File: src/rtl/mem_port_arbiter_pkg.sv
// rtl/mem_port_arbiter_pkg.sv - shared CPU memory-port definitions: FSM states, requester indices, arbitration pick
package cpu_defs;

  typedef enum logic [1:0] {
    IDLE = 2'd0,
    ADDR = 2'd1,
    DATA = 2'd2
  } state_t;

  localparam logic REQ_IF  = 1'b0;
  localparam logic REQ_MEM = 1'b1;

  // On contention the requester that was not granted last wins.
  function automatic logic pick_owner(input logic req0, input logic req1, input logic last);
    if (req0 && req1) return ~last;
    return req1;
  endfunction

endpackage

File: src/rtl/mem_port_arbiter_if.sv
// rtl/mem_port_arbiter_if.sv - requester and shared-port signal bundle for the memory port arbiter
interface mem_port_arbiter_if #(
  parameter int AW = 32,
  parameter int DW = 32
);
  logic          m0_req,    m1_req;
  logic          m0_wr,     m1_wr;
  logic [AW-1:0] m0_addr,   m1_addr;
  logic [DW-1:0] m0_wdata,  m1_wdata;
  logic          m0_gnt,    m1_gnt;
  logic          m0_rvalid, m1_rvalid;
  logic [DW-1:0] m0_rdata,  m1_rdata;

  logic          s_req;
  logic          s_wr;
  logic [AW-1:0] s_addr;
  logic [DW-1:0] s_wdata;
  logic          s_addr_ok;
  logic          s_data_ok;
  logic [DW-1:0] s_rdata;

  // master: the arbiter itself; slave: requesters plus the memory-side bridge
  modport master (
    input  m0_req, m1_req, m0_wr, m1_wr, m0_addr, m1_addr, m0_wdata, m1_wdata,
    input  s_addr_ok, s_data_ok, s_rdata,
    output m0_gnt, m1_gnt, m0_rvalid, m1_rvalid, m0_rdata, m1_rdata,
    output s_req, s_wr, s_addr, s_wdata
  );

  modport slave (
    output m0_req, m1_req, m0_wr, m1_wr, m0_addr, m1_addr, m0_wdata, m1_wdata,
    output s_addr_ok, s_data_ok, s_rdata,
    input  m0_gnt, m1_gnt, m0_rvalid, m1_rvalid, m0_rdata, m1_rdata,
    input  s_req, s_wr, s_addr, s_wdata
  );
endinterface

File: src/rtl/mux2x1_32.sv
// rtl/mux2x1_32.sv - 32-bit 2:1 multiplexer cell
module mux2x1_32 (
  input  logic [31:0] a,
  input  logic [31:0] b,
  input  logic        sel,
  output logic [31:0] y
);
  assign y = sel ? b : a;
endmodule

File: src/rtl/mem_port_arbiter.sv
// rtl/mem_port_arbiter.sv - round-robin arbiter and ADDR/DATA sequencer for the shared memory port
module mem_port_arbiter
  import cpu_defs::*;
#(
  parameter int AW = 32,
  parameter int DW = 32
) (
  input logic                clk,
  input logic                rst,
  mem_port_arbiter_if.master bus
);

  state_t        state;
  logic          owner;
  logic          last_owner;
  logic          wr_q;
  logic [AW-1:0] addr_q;
  logic [DW-1:0] wdata_q;

  logic          any_req;
  logic          next_owner;
  logic [31:0]   sel_addr;
  logic [31:0]   sel_wdata;
  logic          gnt_fire;
  logic          done;

  assign any_req    = bus.m0_req | bus.m1_req;
  assign next_owner = pick_owner(bus.m0_req, bus.m1_req, last_owner);

  mux2x1_32 u_addr_mux (
    .a   (bus.m0_addr),
    .b   (bus.m1_addr),
    .sel (next_owner),
    .y   (sel_addr)
  );

  mux2x1_32 u_wdata_mux (
    .a   (bus.m0_wdata),
    .b   (bus.m1_wdata),
    .sel (next_owner),
    .y   (sel_wdata)
  );

  always_ff @(posedge clk or posedge rst) begin
    if (rst) begin
      state      <= IDLE;
      owner      <= REQ_IF;
      last_owner <= REQ_IF;
      wr_q       <= 1'b0;
      addr_q     <= '0;
      wdata_q    <= '0;
    end else begin
      case (state)
        IDLE: begin
          if (any_req) begin
            owner      <= next_owner;
            last_owner <= next_owner;
            wr_q       <= next_owner ? bus.m1_wr : bus.m0_wr;
            addr_q     <= sel_addr;
            wdata_q    <= sel_wdata;
            state      <= ADDR;
          end
        end
        ADDR: begin
          if (bus.s_addr_ok) state <= bus.s_data_ok ? IDLE : DATA;
        end
        DATA: begin
          if (bus.s_data_ok) state <= IDLE;
        end
        default: state <= IDLE;
      endcase
    end
  end

  // Handshake responses are decoded from the state so reset drops them at once.
  assign gnt_fire = (state == ADDR) && bus.s_addr_ok;
  assign done     = (gnt_fire && bus.s_data_ok) || ((state == DATA) && bus.s_data_ok);

  assign bus.s_req   = (state == ADDR);
  assign bus.s_wr    = wr_q;
  assign bus.s_addr  = addr_q;
  assign bus.s_wdata = wdata_q;

  assign bus.m0_gnt    = gnt_fire && (owner == REQ_IF);
  assign bus.m1_gnt    = gnt_fire && (owner == REQ_MEM);
  assign bus.m0_rvalid = done && (owner == REQ_IF);
  assign bus.m1_rvalid = done && (owner == REQ_MEM);
  assign bus.m0_rdata  = (done && (owner == REQ_IF))  ? bus.s_rdata : '0;
  assign bus.m1_rdata  = (done && (owner == REQ_MEM)) ? bus.s_rdata : '0;

endmodule

File: src/flat_wrapper.sv
// flat-port wrapper written by rule: the top's interface ports become plain ports
module mem_port_arbiter_flat import cpu_defs::*;
#(
  parameter int AW = 32,
  parameter int DW = 32
)
  (clk, rst, bus_m0_req, bus_m1_req, bus_m0_wr, bus_m1_wr, bus_m0_addr, bus_m1_addr, bus_m0_wdata, bus_m1_wdata, bus_s_addr_ok, bus_s_data_ok, bus_s_rdata, bus_m0_gnt, bus_m1_gnt, bus_m0_rvalid, bus_m1_rvalid, bus_m0_rdata, bus_m1_rdata, bus_s_req, bus_s_wr, bus_s_addr, bus_s_wdata);
  mem_port_arbiter_if #(.AW(AW), .DW(DW)) bus_i ();
  input logic clk;
  input logic rst;
  input wire logic [$bits(bus_i.m0_req)-1:0] bus_m0_req;
  input wire logic [$bits(bus_i.m1_req)-1:0] bus_m1_req;
  input wire logic [$bits(bus_i.m0_wr)-1:0] bus_m0_wr;
  input wire logic [$bits(bus_i.m1_wr)-1:0] bus_m1_wr;
  input wire logic [$bits(bus_i.m0_addr)-1:0] bus_m0_addr;
  input wire logic [$bits(bus_i.m1_addr)-1:0] bus_m1_addr;
  input wire logic [$bits(bus_i.m0_wdata)-1:0] bus_m0_wdata;
  input wire logic [$bits(bus_i.m1_wdata)-1:0] bus_m1_wdata;
  input wire logic [$bits(bus_i.s_addr_ok)-1:0] bus_s_addr_ok;
  input wire logic [$bits(bus_i.s_data_ok)-1:0] bus_s_data_ok;
  input wire logic [$bits(bus_i.s_rdata)-1:0] bus_s_rdata;
  output wire logic [$bits(bus_i.m0_gnt)-1:0] bus_m0_gnt;
  output wire logic [$bits(bus_i.m1_gnt)-1:0] bus_m1_gnt;
  output wire logic [$bits(bus_i.m0_rvalid)-1:0] bus_m0_rvalid;
  output wire logic [$bits(bus_i.m1_rvalid)-1:0] bus_m1_rvalid;
  output wire logic [$bits(bus_i.m0_rdata)-1:0] bus_m0_rdata;
  output wire logic [$bits(bus_i.m1_rdata)-1:0] bus_m1_rdata;
  output wire logic [$bits(bus_i.s_req)-1:0] bus_s_req;
  output wire logic [$bits(bus_i.s_wr)-1:0] bus_s_wr;
  output wire logic [$bits(bus_i.s_addr)-1:0] bus_s_addr;
  output wire logic [$bits(bus_i.s_wdata)-1:0] bus_s_wdata;
  assign bus_i.m0_req = bus_m0_req;
  assign bus_i.m1_req = bus_m1_req;
  assign bus_i.m0_wr = bus_m0_wr;
  assign bus_i.m1_wr = bus_m1_wr;
  assign bus_i.m0_addr = bus_m0_addr;
  assign bus_i.m1_addr = bus_m1_addr;
  assign bus_i.m0_wdata = bus_m0_wdata;
  assign bus_i.m1_wdata = bus_m1_wdata;
  assign bus_i.s_addr_ok = bus_s_addr_ok;
  assign bus_i.s_data_ok = bus_s_data_ok;
  assign bus_i.s_rdata = bus_s_rdata;
  assign bus_m0_gnt = bus_i.m0_gnt;
  assign bus_m1_gnt = bus_i.m1_gnt;
  assign bus_m0_rvalid = bus_i.m0_rvalid;
  assign bus_m1_rvalid = bus_i.m1_rvalid;
  assign bus_m0_rdata = bus_i.m0_rdata;
  assign bus_m1_rdata = bus_i.m1_rdata;
  assign bus_s_req = bus_i.s_req;
  assign bus_s_wr = bus_i.s_wr;
  assign bus_s_addr = bus_i.s_addr;
  assign bus_s_wdata = bus_i.s_wdata;
  mem_port_arbiter #(.AW(AW), .DW(DW)) u_core (.clk(clk), .rst(rst), .bus(bus_i));
endmodule
File: config.mk
export PLATFORM = sky130hd
export DESIGN_NAME = mem_port_arbiter_flat
export DESIGN_NICKNAME = d
export VERILOG_FILES = /design/src/rtl/mem_port_arbiter_pkg.sv /design/src/rtl/mem_port_arbiter_if.sv /design/src/rtl/mux2x1_32.sv /design/src/rtl/mem_port_arbiter.sv /design/src/flat_wrapper.sv
export SDC_FILE = /design/constraint.sdc
export NUM_CORES = 1
export LEC_CHECK = 0
export ABC_CLOCK_PERIOD_IN_PS = 2600
export BUFFER_PORTS_ARGS = -buffer_cell sky130_fd_sc_hd__buf_2
export CAP_MARGIN = 20
export CORE_AREA = 2 2 118 120
export CTS_BUF_LIST = sky130_fd_sc_hd__clkbuf_16
export CTS_CLUSTER_SIZE = 8
export DETAILED_ROUTE_END_ITERATION = 6
export DIE_AREA = 0 0 120 122
export GPL_TIMING_DRIVEN = 0
export PLACE_DENSITY = 0.77
export SYNTH_ARGS = -nofsm -noshare
export SYNTH_HDL_FRONTEND = slang
export SYNTH_HIERARCHICAL = 1
export SYNTH_SLANG_ARGS = --single-unit
File: constraint.sdc
create_clock -name clk -period 2.6 [get_ports clk]
set_input_delay 0.26 -clock clk [delete_from_list [all_inputs] [get_ports clk]]
set_output_delay 0.26 -clock clk [all_outputs]
set_load 0.01 [all_outputs]
=== After elaboration in Yosys (flattened, before gate mapping) ===
Index checks and enable logic that the tools add are counted.

* Register bits after elaboration: 68
* Word-level logic and storage cells: 37

* Eq/ne operators: 5
* Mux-type cells: 13
* Bitwise operators: 2
* Reduce and logical (&&, ||, !) cells: 12

{| class="wikitable"
|+ Operators by type and width
! cell !! number
|-
| 2-to-1 mux 32 bit || 4
|-
| logical AND 1 bit || 8
|-
| 2-to-1 mux 2 bit || 4
|-
| one-hot mux 2 bit (3 select lines) || 1
|-
| 2-to-1 mux 1 bit || 4
|-
| != test 2 bit (second input constant) || 2
|-
| AND reduction 3 bit || 1
|-
| equality test 2 x 1 -> 1 bit (second input constant) || 1
|-
| equality test 2 bit (second input constant) || 1
|-
| logical NOT 2 bit || 1
|-
| != test 2 x 1 -> 1 bit (second input constant) || 1
|-
| AND reduction 2 bit || 1
|-
| logical OR 1 bit || 1
|-
| inverter 1 bit || 1
|-
| OR 1 bit || 1
|}

=== Logic depth before layout (Yosys ltp) ===
Gate-level depths: netlist of run 1.

* Depth after elaboration: 6
* Depth in mapped cells: 5
* Mapped depth without buffers: 3

=== By module ===
The synthesis of run 1 kept the hierarchy.

{| class="wikitable"
|+ Modules (own cells, without submodules)
! module !! times used !! cells each !! area each (sq um) !! sequential area each (sq um)
|-
| mem_port_arbiter || 1 || 233 || 3279.4 || 1701.6
|-
| mux2x1_32 || 2 || 36 || 544.3 || 0.0
|}

=== Least setup slack after synthesis of run 1 ===
OpenSTA, ideal clock, no wires.

* Path kind: register to register
* Start: reg u_core.last_owner
* End: reg u_core.addr_q[11], in the netlist u_core/bus.s_addr[11]
* Library setup time: 125 ps
* Arrival time: 1646 ps
* Path slack: 829 ps
* Cell stages (with the launch flop): 6
* Buffers on the path: 2
* Cells stage by stage: dfrtp_1 a21boi_0 buf_6 buf_12 mux2_4 mux2_2

* Cells in the longest elaborated chain, start to end: 4

{| class="wikitable"
|+ Ends and longest elaborated chain
! element !! line !! text
|-
| from (decl) || mem_port_arbiter.sv:15 || <nowiki>logic last_owner;</nowiki>
|-
| from (signal assigned) || mem_port_arbiter.sv:57 || <nowiki>last_owner <= next_owner;</nowiki>
|-
| inverter 1 bit || - ||
|-
| 2-to-1 mux 1 bit || mem_port_arbiter_pkg.sv:15 || <nowiki>if (req0 && req1) return ~last;</nowiki>
|-
| 2-to-1 mux 1 bit || mem_port_arbiter_pkg.sv:16 || <nowiki>return req1;</nowiki>
|-
| named net u_core.next_owner || mem_port_arbiter.sv:21 || <nowiki>logic next_owner;</nowiki>
|-
| 2-to-1 mux 32 bit || mux2x1_32.sv:8 || <nowiki>assign y = sel ? b : a;</nowiki>
|-
| named net u_core.sel_addr[11] || mem_port_arbiter.sv:22 || <nowiki>logic [31:0] sel_addr;</nowiki>
|-
| to (signal assigned) || mem_port_arbiter.sv:59 || <nowiki>addr_q <= sel_addr;</nowiki>
|-
| to (decl) || mem_port_arbiter.sv:17 || <nowiki>logic [AW-1:0] addr_q;</nowiki>
|}

The timed path passes the listed nets, and every way through them passes these cells. The select of a mux whose other input is x is not followed.
A chain may end at the register's enable or synchronous reset.

=== Final worst setup path of run 1 ===
* Start: reg u_core.state[1]
* End: out bus_m1_rdata[23]

* Cells in the longest elaborated chain, start to end: 6
* Elaborated cells between the ends (all ways): 8
* Classes of those cells: eq/ne (2); mux (1); reduce/logical (5)

{| class="wikitable"
|+ Ends and longest elaborated chain
! element !! line !! text
|-
| from (decl) || mem_port_arbiter.sv:13 || <nowiki>state_t state;</nowiki>
|-
| from (signal assigned) || mem_port_arbiter.sv:65 || <nowiki>if (bus.s_addr_ok) state <= bus.s_data_ok ? IDLE : DATA;</nowiki>
|-
| equality test 2 x 1 -> 1 bit || mem_port_arbiter.sv:76 || <nowiki>assign gnt_fire = (state == ADDR) && bus.s_addr_ok;</nowiki>
|-
| logical AND 1 bit || mem_port_arbiter.sv:76 ||
|-
| logical AND 1 bit || mem_port_arbiter.sv:77 || <nowiki>assign done = (gnt_fire && bus.s_data_ok) || ((state == DATA) && bus.s_data_ok);</nowiki>
|-
| logical OR 1 bit * || mem_port_arbiter.sv:77 ||
|-
| logical AND 1 bit * || mem_port_arbiter.sv:89 || <nowiki>assign bus.m1_rdata = (done && (owner == REQ_MEM)) ? bus.s_rdata : '0;</nowiki>
|-
| 2-to-1 mux 32 bit * || mem_port_arbiter.sv:89 ||
|-
| to (decl) || flat_wrapper.sv:27 || <nowiki>output wire logic [$bits(bus_i.m1_rdata)-1:0] bus_m1_rdata;</nowiki>
|}

Every way passes the cells marked *; elsewhere a longest branch is shown, timed or not.

==> metrics.cfg, run 1 <==
[outcome]
outcome=finished, final reports clean

[floorplan]
dieArea_um2=14600
row_count=43
core_area_um2=13500
die_h_um=122
fp.dieW_um=120
start_util_pct=32.3
io-pin-count=302

[power]
power.density_nw_per_um2=1000
fin_total_pwr_w=0.00644
p_leak_nw=3.63
vdd_drop_max_uv=488

[final_layout]
layout_commonest_cell=buf_2
final_cell_mix=304 x buf_2, 99 x mux2_4, 68 x dfrtp_1
layout-drive-gt1-share_pct=75.6
num_antenna_cells=0
finalNonFillerCells=802
syn_to_final_growth_pct=46.9
final_core_util_pct=47.5
nNetsFinal=785

[clocking]
cts_resized=0
htree_levels=3
ctsHoldBuffers=0
cts-buffers-inserted=9
cts_tree=built
cts_root_buf=clkbuf_16
cts.sinks=68
cts_setup_buffers=0
clock_latency_ns=0.33
path_clk_slew_ns=0.06
cts_buffer_depth=2

[critical_path]
crit_chain=nand3b_4 -> a21oi_2 -> clkbuf_1 -> and3_1 -> buf_2
worst_path_largest_cell_delay_ns=0.44
crit_start=u_core/state[1]
critPathRequiredTime_ns=2.34
crit_slowest_cell=dfrtp_1
startpoint_type=flip-flop
rr_startpoint=u_core/last_owner
crit_path_max_fanout=10
end_kind=primary output
r2r_slack_ns=0.59
arrival_ns=2.00
critPathKind=reg -> out
r2r_cells=5

[yosys]
synth_ff_type=dfrtp_1
synth_area_leader_cell=dfrtp_1
synth_edf_count=0
synth.distinct_cells=24
synth_area_leaders=dfrtp_1 39%, mux2_4 34%, mux2_2 8.0%
ys_warn_count=6
ys_seq_area_share_pct=39.0
ys_ff_latch=68
synthCells=305
syn-cell-area_um2=4370
avgSynthCellArea_um2=14.3
synth_top_area_share_pct=39.0
syn-num-nets=473
async_reset_ff_share_pct=100

[placed_design]
gp_congestion=0.751
port_buffers=301
dp.cells=786
hpwl_um=9890

[timing]
holdWs_ns=0.0969
fin_skew_ns=0.00761
timing.fmax_ghz=0.443
rsz0062_at_grt=false
max_slew_margin_pct=42.7
hold_viol=0
finalMaxSlewViolations=0
tightest_slew_ns=0.859
finalSetupViolCount=0
min_period_over_period_pct=86.8
finalCriticalPeriod_ns=2.26

[route]
first_iter_violations=187
dr.pass1.iters=4
postRouteAntennaNets=0
wl_um=12400
post_drt_via_cell_ratio=4.42
avgRoutedWirePerCell_um=15.5
drc_errors=0
vias=3548

[hold_path]
min_path_type=in -> async

[grt]
antenna_found_initial=0
grt_max_degree=69
grt_overflow_total=0
track_usage_pct=16.0
grt_pass1_wl_um=18100
grt_pass1_vias=3359

[job]
drv_cap=0

critical path, delay by kind of cell (launching register included):
kind / cells / cell delay (ns)
AO/OA/AOI/OAI: 1 / 0.29
buffers and inverters: 2 / 0.47
flip-flops: 1 / 0.44
AND/OR/NAND/NOR: 2 / 0.48
cells in the mapped netlist, types with 2 or more instances:
cell	n
clkbuf_2	2
dfrtp_1	68
and3_1	33
and2_1	33
a21oi_1	2
inv_1	3
buf_6	3
mux2_2	31
buf_12	9
buf_2	3
mux2_4	99
clkbuf_1	7
sequential cells by signal, indices dropped and copies added (netlist names):
register,cells
u_core/bus.s_addr,32
u_core/bus.s_wdata,32
u_core/state,2
u_core/bus.s_wr,1
u_core/last_owner,1
final timing paths:
path | to
setup / recovery | bus_m1_rdata[23]
hold / removal | u_core/bus.s_addr[16]
setup reg to reg | u_core/bus.s_addr[28]
hold reg to reg | u_core/bus.s_wdata[2]
max in group asynchronous | u_core/bus.s_wdata[4]
min in group clk | u_core/state[1]
metal layers:
metal	part of all wire, %	global-route usage [%]
met5	0	0
met1	44	22.0
met2	48	25.2
met3	7.1	3.51
met4	1.0	5.29
final cells by class:
type / count / area [um^2]
Clock inverter: 7 / 90.1
Multi-Input combinational cell: 209 / 2370
Tap cell: 180 / 225
Buffer: 25 / 280
Sequential cell: 68 / 1700
Timing Repair Buffer: 301 / 1510
Inverter: 3 / 13.8
Fill cell: 1255 / 7090
Clock buffer: 9 / 225
kinds of logic after synthesis:
kind of cell,after synthesis,synth area share [%]
AND/OR/NAND/NOR,71,10.6
AO/OA/AOI/OAI,8,1.72
buffers and inverters,28,6.67
flip-flops,68,39.0
multiplexers,130,42.0
stage by stage:
stage | setup slack [ns] | setup TNS [ns] | instance area [um^2]
5_1_grt | 0.264 | 0 | 6420
6_report | 0.343 | 0 | 6420
2_1_floorplan | 0.628 | 0 | 4370
3_5_place_dp | 0.553 | 0 | 6100
3_3_place_gp | -0.240 | -15.95 | 6100
4_1_cts | 0.391 | 0 | 6420
report_power, final:
part	total, W	internal [W]	leakage [nW]	switching [W]
Combinational	0.00326	0.00184	2.68	0.00142
Sequential	0.00190	0.00161	0.795	0.000291
Clock	0.00129	0.000836	0.155	0.000456
Note: power is estimated with default switching activity, not from simulation.
==> inputs of run 2 (changes only) <==
CORE_AREA = not set   (was 2 2 118 120)
CORE_MARGIN = 10   (was not set)
CORE_UTILIZATION = 42   (was not set)
DIE_AREA = not set   (was 0 0 120 122)
PLACE_DENSITY = 0.92   (was 0.77)
SETUP_SLACK_MARGIN = 0.5   (was not set)
==> run 2 against run 1 <==
- non-clock buffer count grew 7
- wire length grew 26%
- largest power group unchanged
- total power grew 2.6%
- highest routed layer unchanged
- fmax grew 11%
- sequential power is essentially flat
- core utilization grew 16 points
- largest cell class unchanged
- flip-flop and latch count is the same
- die area grew 1.6%
- cell count shrank 4.6%
- clock power is essentially flat
- combinational power grew 5%
- cell area grew 0.97%
==> metrics.cfg, run 2 (synthesis gave the netlist of run 1 again) <==
[route]
post_drt_via_cell_ratio=4.87
wl_met2_um=8260
wl_met3_um=1380
vias=3722
postRouteAntennaNets=0
drc_errors=0
avgRoutedWirePerCell_um=20.4
top_layer_used=met4
first_iter_violations=225
wl_um=15600
dr.pass1.iters=4
wl_met1_um=5800

[critical_path]
r2r_slack_ns=0.59
rr_startpoint=u_core/last_owner
crit_start=u_core/state[0]
critPathKind=reg -> out
arrival_ns=1.77
critPathRequiredTime_ns=2.34
r2r_cells=5
end_kind=primary output
reg2reg_to=u_core/bus.s_wdata[0]
crit_path_max_fanout=5
startpoint_type=flip-flop

[timing]
min_period_over_period_pct=78.0
finalSetupViolCount=0
rsz0062_at_grt=false
max_slew_margin_pct=54.7
hold_viol=0
tightest_slew_ns=0.678
finalCriticalPeriod_ns=2.03
finalMaxSlewViolations=0
timing.fmax_ghz=0.493
fin_skew_ns=0.00895

[placed_design]
hpwl_um=13000
gp_congestion=0.949
place_area_um2=6060
port_buffers=301

[outcome]
outcome=finished, final reports clean

[clocking]
cts-buffers-inserted=9
clock_latency_ns=0.32
cts.sinks=68
ctsHoldBuffers=0
path_clk_slew_ns=0.06
cts_tree=built
cts_root_buf=clkbuf_16
cts_buffer_depth=2
htree_levels=3

[power]
vdd_drop_max_uv=674
power.density_nw_per_um2=1020
fin_total_pwr_w=0.00661
p_leak_nw=3.70

[final_layout]
final_cell_mix=304 x buf_2, 99 x mux2_4, 67 x dfrtp_1
syn_to_final_growth_pct=48.4
layout-drive-gt1-share_pct=77.9
num_antenna_cells=0
nNetsFinal=792
layout_commonest_cell=buf_2
final_core_util_pct=63.3
stdcell_area_um2=6480

[floorplan]
dieArea_um2=14900
core_area_um2=10200
start_util_pct=42.7
row_count=37
fp.dieW_um=122
io-pin-count=302
die_h_um=122

[job]
drv_cap=0

[grt]
track_usage_pct=19.4
grt_pass1_wl_um=23100
grt_max_degree=37
antenna_found_initial=0
grt_pass1_vias=4157
grt_overflow_total=0

[hold_path]
min_path_type=in -> async

## run 2: area by class of cell
class,instances,area (um^2)
Sequential cell,68,1700
Fill cell,823,3750
Inverter,3,11.3
Buffer,25,309
Multi-Input combinational cell,209,2390
Timing Repair Buffer,308,1580
Clock buffer,9,225
Tap cell,136,170
Clock inverter,7,91.3
## run 2: how the worst max path moves through the flow
stage	end	slack [ns]	cells past startpoint
6_report	bus_m0_rdata[14]	0.57	6
5_1_grt	bus_m1_rdata[3]	0.48	5
4_1_cts	bus_m0_rdata[10]	0.51	5
3_5_place_dp	u_core/bus.s_addr[7]	0.58	5
3_3_place_gp	u_core/state[0]	-0.10	2
2_1_floorplan	u_core/bus.s_addr[0]	0.63	1
## run 2: critical path, cell delays in order (launching register included)
cell and delay (ns):
dfrtp_2 0.43, nand2b_4 0.18, a211oi_4 0.25, buf_6 0.15, buf_4 0.12, and2_1 0.16
buf_2 0.15
## run 2: routing by layer
| layer | vias up | GRT usage, % |
|---|---|---|
| li1 | 1715 | - |
| met3 | 16 | 6.71 |
| met4 | 0 | 4.10 |
| met2 | 187 | 34.7 |
| met5 | - | 0 |
| met1 | 1804 | 21.9 |
## run 2: where the power goes
| part | internal (W) | total, W | leakage (nW) | switching (W) |
|---|---|---|---|---|
| Clock | 0.000836 | 0.00128 | 0.157 | 0.000446 |
| Combinational | 0.00190 | 0.00341 | 2.75 | 0.00151 |
| Sequential | 0.00161 | 0.00192 | 0.794 | 0.000313 |
| Total | 0.00434 | 0.00661 | 3.70 | 0.00227 |
## run 2: repair_timing
| item | CTS | global route |
|---|---|---|
| cloned | 1 | 0 |
| endpoints found under the setup margin | 41 | 54 |
| pin swaps | 1 | 1 |
| resized for setup | 6 | 22 |
| setup buffers | 3 | 2 |
## run 2: through the flow
step           worst slack [ns]  TNS [ns]  std cells  hold WS [ns]
6_report                  0.571         0        765        0.0417
5_1_grt                   0.481         0        765        0.0868
4_1_cts                   0.511         0        763        0.0595
3_5_place_dp              0.581         0        743         0.405
3_3_place_gp             -0.101     -6.56        742         0.432
2_1_floorplan             0.628         0        305         0.323
==> inputs of run 3 (changes only) <==
ABC_CLOCK_PERIOD_IN_PS = 1900   (was 2600)
clock period = 1.9 ns   (was 2.6 ns; I/O delays follow)
==> run 3 against run 2 <==
- the run now ends with setup timing left
- via count grew 7.1%
- clock-buffer cell count is the same
- clock skew is essentially flat
- wire length grew 12%
- flip-flop and latch count is the same
- register-to-register slack lost 0.57 ns
- worst setup slack lost 0.63 ns
- largest cell class is now buffers
==> metrics.cfg, run 3 (synthesis gave the netlist of run 1 again) <==
[outcome]
outcome=finished, violations left
failed_checks=setup timing

[critical_path]
critPathKind=reg -> out
crit_chain=nand2b_4 -> a21oi_4 -> buf_6 -> and3_1 -> buf_4
startpoint_type=flip-flop
critPathBufInv=2
crit_family=flip-flops
critPathRequiredTime_ns=1.71
worst_path_largest_cell_delay_ns=0.44
arrival_ns=1.77
cp.depth=5
end_kind=primary output
r2r_cells=8
crit_path_max_fanout=10
crit_slowest_cell=dfrtp_2

[floorplan]
dieArea_um2=14900
fp.dieW_um=122
core_area_um2=10200
io-pin-count=302
start_util_pct=42.7
die_h_um=122
row_count=37

[grt]
grt_overflow_total=0
track_usage_pct=21.7
grt_pass1_wl_um=25800
grt_max_degree=36
grt_pass1_vias=4562
antenna_found_initial=0

[timing]
timing.fmax_ghz=0.510
finalCriticalPeriod_ns=1.96
hold_viol=0
finalMaxSlewViolations=0
tightest_slew_ns=0.758
worst_slack_ns=-0.0608
rsz0062_at_grt=true
fin_skew_ns=0.00926
min_period_over_period_pct=103
finalSetupViolCount=49
holdWs_ns=0.0662
max_slew_margin_pct=49.3

[route]
vias=3988
wl_um=17600
drc_errors=0
dr.pass1.iters=4
postRouteAntennaNets=0
first_iter_violations=317
avgRoutedWirePerCell_um=22.0
post_drt_via_cell_ratio=4.99

[final_layout]
layout_commonest_cell=buf_2
regArea_um2=1700
num_antenna_cells=0
nNetsFinal=827
nFillCells=629
syn_to_final_growth_pct=73.0
final_cell_mix=258 x buf_2, 129 x mux2_4, 67 x dfrtp_1
final_core_util_pct=73.9
multi_input_comb_area_um2=2610
layout-drive-gt1-share_pct=84.0

[placed_design]
port_buffers=301
hpwl_um=12900
gp_congestion=0.983

[power]
switchingPower_w=0.00344
pwr-share-comb_pct=57.5
power.density_nw_per_um2=1340
p_leak_nw=4.15
switching_share_pct=33.9
fin_total_pwr_w=0.0101
vdd_drop_max_uv=798
clkPwrFrac_pct=16.4
internal-power_w=0.00670
power_frac_seq_pct=26.1

[clocking]
cts_tree=built
path_clk_slew_ns=0.05
clock_latency_ns=0.32
cts_buffer_depth=2
cts-buffers-inserted=9
cts.sinks=68
htree_levels=3
cts_root_buf=clkbuf_16

[hold_path]
hold-path-cell-count=2
min_path_type=in -> reg

[job]
drv_cap=0

-- run 3: area by class of cell --
type                            count  area share [%]
Inverter                            3           0.199
Sequential cell                    68            22.5
Clock inverter                      7           0.977
Buffer                             25            5.22
Timing Repair Buffer              343            31.3
Clock buffer                        9            2.98
Tap cell                          136            2.25
Multi-Input combinational cell    209            34.5
-- run 3: worst paths after layout --
check	from	endpoint	slack [ns]
setup reg to reg	u_core/state[1]	u_core/bus.s_wdata[4]	0.02
max in group asynchronous	rst	u_core/state[0]	0.69
hold reg to reg	u_core/bus.s_wdata[31]	u_core/bus.s_wdata[31]	0.50
setup / recovery	u_core/state[0]	bus_m1_rdata[14]	-0.06
hold / removal	bus_s_data_ok	u_core/state[1]	0.07
min in group asynchronous	rst	u_core/bus.s_wdata[27]	0.57
-- run 3: timing repair --
item                                   CTS  global route
hold buffers                             1             0
gates cloned                             9             1
setup buffers                           25             5
resized for setup                       96            39
pin swaps                               10             6
endpoints found under the hold margin    2             0
setup endpoints to repair              134           135
-- run 3: worst reg2reg max path: stages (launching register included) --
cell and delay, ns:
dfrtp_1 0.39, buf_4 0.14, buf_6 0.10, buf_6 0.10
nor2_2 0.19, o21a_4 0.21, buf_12 0.16, buf_12 0.16
mux2_4 0.31
-- run 3: per-stage QoR --
| stage | setup WS, ns | TNS (ns) | area, um^2 | instances |
|---|---|---|---|---|
| 6_report | -0.0608 | -1.04 | 7560 | 800 |
| 5_1_grt | -0.107 | -4.65 | 7560 | 800 |
| 4_1_cts | 0.00418 | 0 | 7370 | 794 |
| 3_5_place_dp | 0.163 | 0 | 6190 | 743 |
| 3_3_place_gp | 0.181 | 0 | 6170 | 742 |
| 2_1_floorplan | 0.326 | 0 | 4490 | 305 |
-- run 3: power by group through the flow --
stage / combinational, W / sequential (W) / clock, W
finish: 0.00583 / 0.00265 / 0.00166
detailed placement: 0.00470 / 0.00265 / 0
global placement: 0.00457 / 0.00258 / 0
global route: 0.00613 / 0.00274 / 0.00177
floorplan: 0.00273 / 0.00295 / 0
CTS: 0.00563 / 0.00265 / 0.00169
-- run 3: routing by layer --
metal / up-vias / GRT usage [%] / part of all wire, %
met5: - / 0 / 0
met4: 0 / 6.48 / 2.0
met3: 34 / 7.54 / 8.9
met2: 222 / 38.0 / 53
met1: 1944 / 24.4 / 36
li1: 1788 / - / -
